`config.mk`:
```
export PLATFORM = sky130hd
export DESIGN_NAME = fetch_predict_flat
export DESIGN_NICKNAME = d
export VERILOG_FILES = /design/src/rtl/fetch_predict_if.sv /design/src/rtl/fetch_predict.sv /design/src/flat_wrapper.sv
export SDC_FILE = /design/constraint.sdc
export NUM_CORES = 1
export LEC_CHECK = 0
export ABC_AREA = 1
export ABC_CLOCK_PERIOD_IN_PS = 4350
export BUFFER_PORTS_ARGS = -buffer_cell sky130_fd_sc_hd__buf_4
export CORE_MARGIN = 3
export CORE_UTILIZATION = 35
export DETAILED_ROUTE_END_ITERATION = 8
export PLACE_DENSITY_LB_ADDON = 0.3
export SLEW_MARGIN = 20
export SYNTH_ARGS = -nofsm -noshare
export SYNTH_HDL_FRONTEND = slang
export SYNTH_SLANG_ARGS = --single-unit
export TNS_END_PERCENT = 5
```
`constraint.sdc`:
```
create_clock -name clk -period 4.35 [get_ports clk]
set_input_delay 0.435 -clock clk [delete_from_list [all_inputs] [get_ports clk]]
set_output_delay 0.435 -clock clk [all_outputs]
set_load 0.05 [all_outputs]
```
`src/rtl/fetch_predict_if.sv`:
```
// Fetch-to-pipeline bus: instruction memory port, f2d payload, branch
// resolution from execute, and the flush/statistics outputs.
//   master : fetch stage (drives PC/instr/history/flush/counter)
//   slave  : environment (hazard unit, imem, execute)
interface fetch_predict_if;
  localparam int unsigned PC_W = 16;

  logic            stall;
  logic [PC_W-1:0] imem_addr_16;
  logic [PC_W-1:0] imem_rdata_16;
  logic [PC_W-1:0] instr_f_16;
  logic [PC_W-1:0] pc_f_16;
  logic            history_f;
  logic            resolve_valid;
  logic [PC_W-1:0] resolve_pc_16;
  logic            resolve_taken;
  logic            resolve_pred;
  logic [PC_W-1:0] resolve_target_16;
  logic            flush_f2d;
  logic [PC_W-1:0] mispredict_cnt_16;

  modport master (
    input  stall, imem_rdata_16,
    input  resolve_valid, resolve_pc_16, resolve_taken, resolve_pred, resolve_target_16,
    output imem_addr_16, instr_f_16, pc_f_16, history_f, flush_f2d, mispredict_cnt_16
  );

  modport slave (
    output stall, imem_rdata_16,
    output resolve_valid, resolve_pc_16, resolve_taken, resolve_pred, resolve_target_16,
    input  imem_addr_16, instr_f_16, pc_f_16, history_f, flush_f2d, mispredict_cnt_16
  );
endinterface

```
`src/rtl/fetch_predict.sv`:
```
// Fetch stage: PC generation with a 2-bit-counter BHT and tagged BTB,
// mispredict redirect/flush and a saturating mispredict counter.
// Ports:
//   clk   : clock, all state on posedge
//   clr_n : synchronous active-low reset
//   bus   : fetch_predict_if.master (stall, imem port, f2d payload,
//           branch resolution, flush_f2d, mispredict_cnt_16)
module fetch_predict #(
  parameter int unsigned IDX_W    = 4,
  parameter logic [15:0] RESET_PC = 16'h0000
) (
  input  logic           clk,
  input  logic           clr_n,
  fetch_predict_if.master bus
);
  localparam int unsigned PC_W  = 16;
  localparam int unsigned TAG_W = PC_W - IDX_W;
  localparam int unsigned DEPTH = 1 << IDX_W;
  localparam logic [PC_W-1:0] CNT_MAX = '1;

  logic [PC_W-1:0]  pc_reg;
  logic [PC_W-1:0]  cnt_reg;
  logic [1:0]       bht [DEPTH];
  logic [DEPTH-1:0] btb_valid;
  logic [TAG_W-1:0] btb_tag [DEPTH];
  logic [PC_W-1:0]  btb_target [DEPTH];

  logic [IDX_W-1:0] idx;
  logic [TAG_W-1:0] tag;
  logic             hit;
  logic             pred_taken;
  logic [PC_W-1:0]  next_pred;
  logic             mispred;
  logic [PC_W-1:0]  redirect_pc;
  logic [IDX_W-1:0] ridx;
  logic [1:0]       bht_next;

  // Prediction from current PC using pre-update table contents
  always_comb begin
    idx        = pc_reg[IDX_W-1:0];
    tag        = pc_reg[PC_W-1:IDX_W];
    hit        = btb_valid[idx] && (btb_tag[idx] == tag);
    pred_taken = hit && bht[idx][1];
    next_pred  = pred_taken ? btb_target[idx] : pc_reg + PC_W'(1);
  end

  // Resolution: mispredict detect, redirect target, saturating counter step
  always_comb begin
    mispred     = bus.resolve_valid && (bus.resolve_taken ^ bus.resolve_pred);
    redirect_pc = bus.resolve_taken ? bus.resolve_target_16 : bus.resolve_pc_16 + PC_W'(1);
    ridx        = bus.resolve_pc_16[IDX_W-1:0];
    bht_next    = bht[ridx];
    if (bus.resolve_taken) begin
      if (bht[ridx] != 2'b11) bht_next = bht[ridx] + 2'd1;
    end else begin
      if (bht[ridx] != 2'b00) bht_next = bht[ridx] - 2'd1;
    end
  end

  // PC, BHT, BTB valid bits and mispredict counter
  always_ff @(posedge clk) begin
    if (!clr_n) begin
      pc_reg    <= RESET_PC;
      cnt_reg   <= '0;
      btb_valid <= '0;
      for (int unsigned i = 0; i < DEPTH; i++) bht[IDX_W'(i)] <= 2'b01;
    end else begin
      // Redirect has priority over stall
      if (mispred)         pc_reg <= redirect_pc;
      else if (!bus.stall) pc_reg <= next_pred;
      if (mispred && (cnt_reg != CNT_MAX)) cnt_reg <= cnt_reg + PC_W'(1);
      if (bus.resolve_valid) begin
        bht[ridx] <= bht_next;
        // Not-taken never invalidates an entry
        if (bus.resolve_taken) btb_valid[ridx] <= 1'b1;
      end
    end
  end

  // BTB payload; guarded by valid so it needs no reset
  always_ff @(posedge clk) begin
    if (clr_n && bus.resolve_valid && bus.resolve_taken) begin
      btb_tag[ridx]    <= bus.resolve_pc_16[PC_W-1:IDX_W];
      btb_target[ridx] <= bus.resolve_target_16;
    end
  end

  assign bus.imem_addr_16      = pc_reg;
  assign bus.pc_f_16           = pc_reg;
  assign bus.instr_f_16        = bus.imem_rdata_16;
  assign bus.history_f         = pred_taken;
  assign bus.flush_f2d         = mispred;
  assign bus.mispredict_cnt_16 = cnt_reg;
endmodule

```
`src/flat_wrapper.sv`:
```
// flat-port wrapper written by rule: the top's interface ports become plain ports
module fetch_predict_flat 
#(
  parameter int unsigned IDX_W    = 4,
  parameter logic [15:0] RESET_PC = 16'h0000
)
  (clk, clr_n, bus_stall, bus_imem_rdata_16, bus_resolve_valid, bus_resolve_pc_16, bus_resolve_taken, bus_resolve_pred, bus_resolve_target_16, bus_imem_addr_16, bus_instr_f_16, bus_pc_f_16, bus_history_f, bus_flush_f2d, bus_mispredict_cnt_16);
  fetch_predict_if bus_i ();
  input  logic clk;
  input  logic clr_n;
  input wire logic [$bits(bus_i.stall)-1:0] bus_stall;
  input wire logic [$bits(bus_i.imem_rdata_16)-1:0] bus_imem_rdata_16;
  input wire logic [$bits(bus_i.resolve_valid)-1:0] bus_resolve_valid;
  input wire logic [$bits(bus_i.resolve_pc_16)-1:0] bus_resolve_pc_16;
  input wire logic [$bits(bus_i.resolve_taken)-1:0] bus_resolve_taken;
  input wire logic [$bits(bus_i.resolve_pred)-1:0] bus_resolve_pred;
  input wire logic [$bits(bus_i.resolve_target_16)-1:0] bus_resolve_target_16;
  output wire logic [$bits(bus_i.imem_addr_16)-1:0] bus_imem_addr_16;
  output wire logic [$bits(bus_i.instr_f_16)-1:0] bus_instr_f_16;
  output wire logic [$bits(bus_i.pc_f_16)-1:0] bus_pc_f_16;
  output wire logic [$bits(bus_i.history_f)-1:0] bus_history_f;
  output wire logic [$bits(bus_i.flush_f2d)-1:0] bus_flush_f2d;
  output wire logic [$bits(bus_i.mispredict_cnt_16)-1:0] bus_mispredict_cnt_16;
  assign bus_i.stall = bus_stall;
  assign bus_i.imem_rdata_16 = bus_imem_rdata_16;
  assign bus_i.resolve_valid = bus_resolve_valid;
  assign bus_i.resolve_pc_16 = bus_resolve_pc_16;
  assign bus_i.resolve_taken = bus_resolve_taken;
  assign bus_i.resolve_pred = bus_resolve_pred;
  assign bus_i.resolve_target_16 = bus_resolve_target_16;
  assign bus_imem_addr_16 = bus_i.imem_addr_16;
  assign bus_instr_f_16 = bus_i.instr_f_16;
  assign bus_pc_f_16 = bus_i.pc_f_16;
  assign bus_history_f = bus_i.history_f;
  assign bus_flush_f2d = bus_i.flush_f2d;
  assign bus_mispredict_cnt_16 = bus_i.mispredict_cnt_16;
  fetch_predict #(.IDX_W(IDX_W), .RESET_PC(RESET_PC)) u_core (.clk(clk), .clr_n(clr_n), .bus(bus_i));
endmodule
```
==> impl_metrics.ini <==
[run_status]
outcome = completed

[detailed_routing]
drtPass1Iterations = 6
vias_per_cell = 5.26
routed_wl_mm = 66.3
wire_per_inst_um = 20.7
vias = 16900
drt_iter0_drc = 1839
drc_errors = 0
ant_nets = 0

[floorplan]
coreArea_um2 = 66000
ios = 120
num_rows = 94
fp.dieH_um = 265
start_util_pct = 35.5
die_area_um2 = 70000
die_w_um = 265

[setup_path]
crit_arrival_ps = 3440
critPathKind = reg -> out
startpoint_type = flop
critical_path_required_ps = 3910
cp-end-kind = primary output
path_max_fanout = 31
r2r_cells = 12
r2r_slack_ps = 1000

[layout]
stdcell_count = 3207
nets = 2354
num-fill-cells = 6273
drive_gt1_share_pct = 10.4
layout-area-overhead-vs-synth_pct = 14.1
fin_area_um2 = 26700

[synthesis]
netlist_area_um2 = 23400
synth_cells = 2260
yosysWarnings = 0
async_flop_share_pct = 0
synth_cell_types = 40
seq_area_frac_synth_pct = 66.0
ys_ff_latch = 532
synth-edff-count = 480
avgSynthCellArea_um2 = 10.4
synthFlopType = edfxtp_1
syn-num-nets = 2320

[grt]
grt_pass1_vias = 16300
grt_first_pass_wirelength_mm = 99.9
globalRouteOverflowTotal = 0
grt.total_usage_pct = 18.6
antenna_found_initial = 2
grt_max_degree = 134

[hold_path]
hold_class = in -> reg
hold_depth = 1

[flow_run]
drv_cap = 0

[clocking]
numCtsBuffers = 57
clockBufferDepth = 3
clk-insertion-delay-late_ps = 620
cts_tree = done
hold_buffers = 0
cts.htree.levels = 2
clock-sinks = 532
cts_resized = 0
cts_root_buf = clkbuf_16
cts_setup_buffers = 0
clkTransAtPathRegs_ps = 60

[timing]
min_period_ps = 3880
setup_viol = 0
relSlewSlack_pct = 24.9
skew_ps = 18.1
fmax_mhz = 258
slew_viol_final = 0
final_hold_viol_count = 0
tns_ps = 0
fin_crit_sh_pct = 89.1
rsz0062_at_grt = false
tightest_slew_ps = 1120

[placement]
finalWeightedCongestion = 0.891
placed_cell_area_um2 = 24800
portBuffers = 87
dp_hpwl_mm = 38.5
dp.cells = 3099

[pwr]
ir_worst_vdd_uv = 310
pwr_density_cell_nw_per_um2 = 443
leakagePower_nw = 9.83
path summary, 6_finish.rpt:
| check | startpoint | endpoint |
|---|---|---|
| max | flop | bus_history_f |
| min | bus_resolve_target_16[9] | u_core.btb_target[13][9] |
| min reg2reg | u_core.btb_valid[10] | u_core.btb_valid[10] |
| max reg2reg | flop | flop |
sequential cells by signal, indices dropped and copies added, names as in the netlist, named ones only:
signal / cells
u_core.btb_target: 256
u_core.btb_tag: 192
u_core.bht: 32
u_core.btb_valid: 16
u_core.bus.imem_addr_16: 16
u_core.bus.mispredict_cnt_16: 16
cell usage in the layout, fill, tap and decap left out, drive strengths merged:
master	synthesis	final
nand2	505	505
edfxtp	480	480
nor2	250	250
nand3	223	223
o21ai	201	201
inv	189	188
buf	83	131
clkbuf	73	69
dfxtp	52	52
a21oi	45	45
o22ai	38	38
o221ai	37	37
clkinv	1	31
xor2	22	22
o211ai	16	16
nand4	7	7
nor3	7	7
xnor2	7	7
bufinv	0	7
ha	6	6
nor3b	3	3
and3	3	3
or2	2	2
o21a	2	2
clkinvlp	0	2
diode	0	1
a22o	1	1
a221oi	1	1
a21boi	1	1
o31ai	1	1
o32ai	1	1
a31o	1	1
a31oi	1	1
nor4	1	1
report_power, final:
group          switching (mW)  internal (mW)
Clock                    2.01           2.88
Sequential             0.0637           5.62
Combinational           0.914          0.343
cell families after synthesis:
logic type	share of synthesized area, %
AND/OR/NAND/NOR	17.5
flip-flops	66.0
AO/OA/AOI/OAI	8.51
buffers and inverters	6.50
XOR/XNOR	1.09
adder cells (fa/ha/maj)	0.321
stage by stage:
stage | power [mW] | setup WS (ps) | utilization (%) | hold WS, ps
3_3_place_gp | 7.03 | 1050 | 37.6 | 435
3_5_place_dp | 7.04 | 1050 | 37.6 | 444
6_report | 11.8 | 473 | 40.5 | 137
2_1_floorplan | 6.64 | 1170 | - | 425
5_1_grt | 12.3 | 214 | 40.5 | 140
4_1_cts | 11.9 | 402 | 40.5 | 106
cells in the mapped netlist (2+ instances only):
master | count | area, µm²
inv_1 | 186 | 698
buf_6 | 2 | 22.5
xnor2_1 | 7 | 61.3
o211ai_1 | 16 | 120
buf_1 | 5 | 18.8
nand2_1 | 504 | 1890
a21oi_1 | 45 | 225
nand3_1 | 223 | 1120
nand4_1 | 7 | 43.8
o22ai_1 | 38 | 238
nor2_2 | 2 | 12.5
xor2_1 | 22 | 193
buf_4 | 45 | 338
edfxtp_1 | 480 | 14400
nor3b_1 | 3 | 22.5
o21a_1 | 2 | 15.0
clkbuf_1 | 73 | 274
dfxtp_1 | 52 | 1040
o21ai_0 | 187 | 936
inv_2 | 3 | 11.3
o221ai_1 | 37 | 324
nor3_1 | 7 | 35.0
nor2_1 | 247 | 927
or2_2 | 2 | 12.5
ha_1 | 6 | 75.1
o21ai_1 | 13 | 65.1
buf_2 | 31 | 155
and3_1 | 3 | 18.8
critical path: stages, from the launching register on:
cell	delay (ps)
dfxtp_4	350
clkinv_2	440
buf_4	400
nand3_1	100
nand3_1	70
nand3_1	140
nand2_1	80
nand2_1	100
nand2_1	60
nor2_1	100
nand2_1	70
nor2_2	270
nand2_2	310
inv_1	120
buf_4	200
metal layers:
layer  GRT usage, %  vias to the layer above  wire length (µm)
met5              0                        -                10
met4           5.33                        2              1660
met3           3.41                      102              4950
met2           30.6                      674             31100
met1           25.3                     8285             28600
li1               -                     7815                 -
area by class of cell:
cell class / instances / area (µm²) / share of cell area [%]
diodes: 1 / 2.50 / 0.00937
clock buffers: 69 / 1510 / 5.67
clock inverters: 38 / 358 / 1.34
inverters: 190 / 721 / 2.70
multi-input cells: 1382 / 6550 / 24.5
flip-flops and latches: 532 / 15500 / 57.9
well taps: 864 / 1080 / 4.05
repair buffers: 131 / 1010 / 3.78
Note: power is estimated with default switching activity, not from simulation.
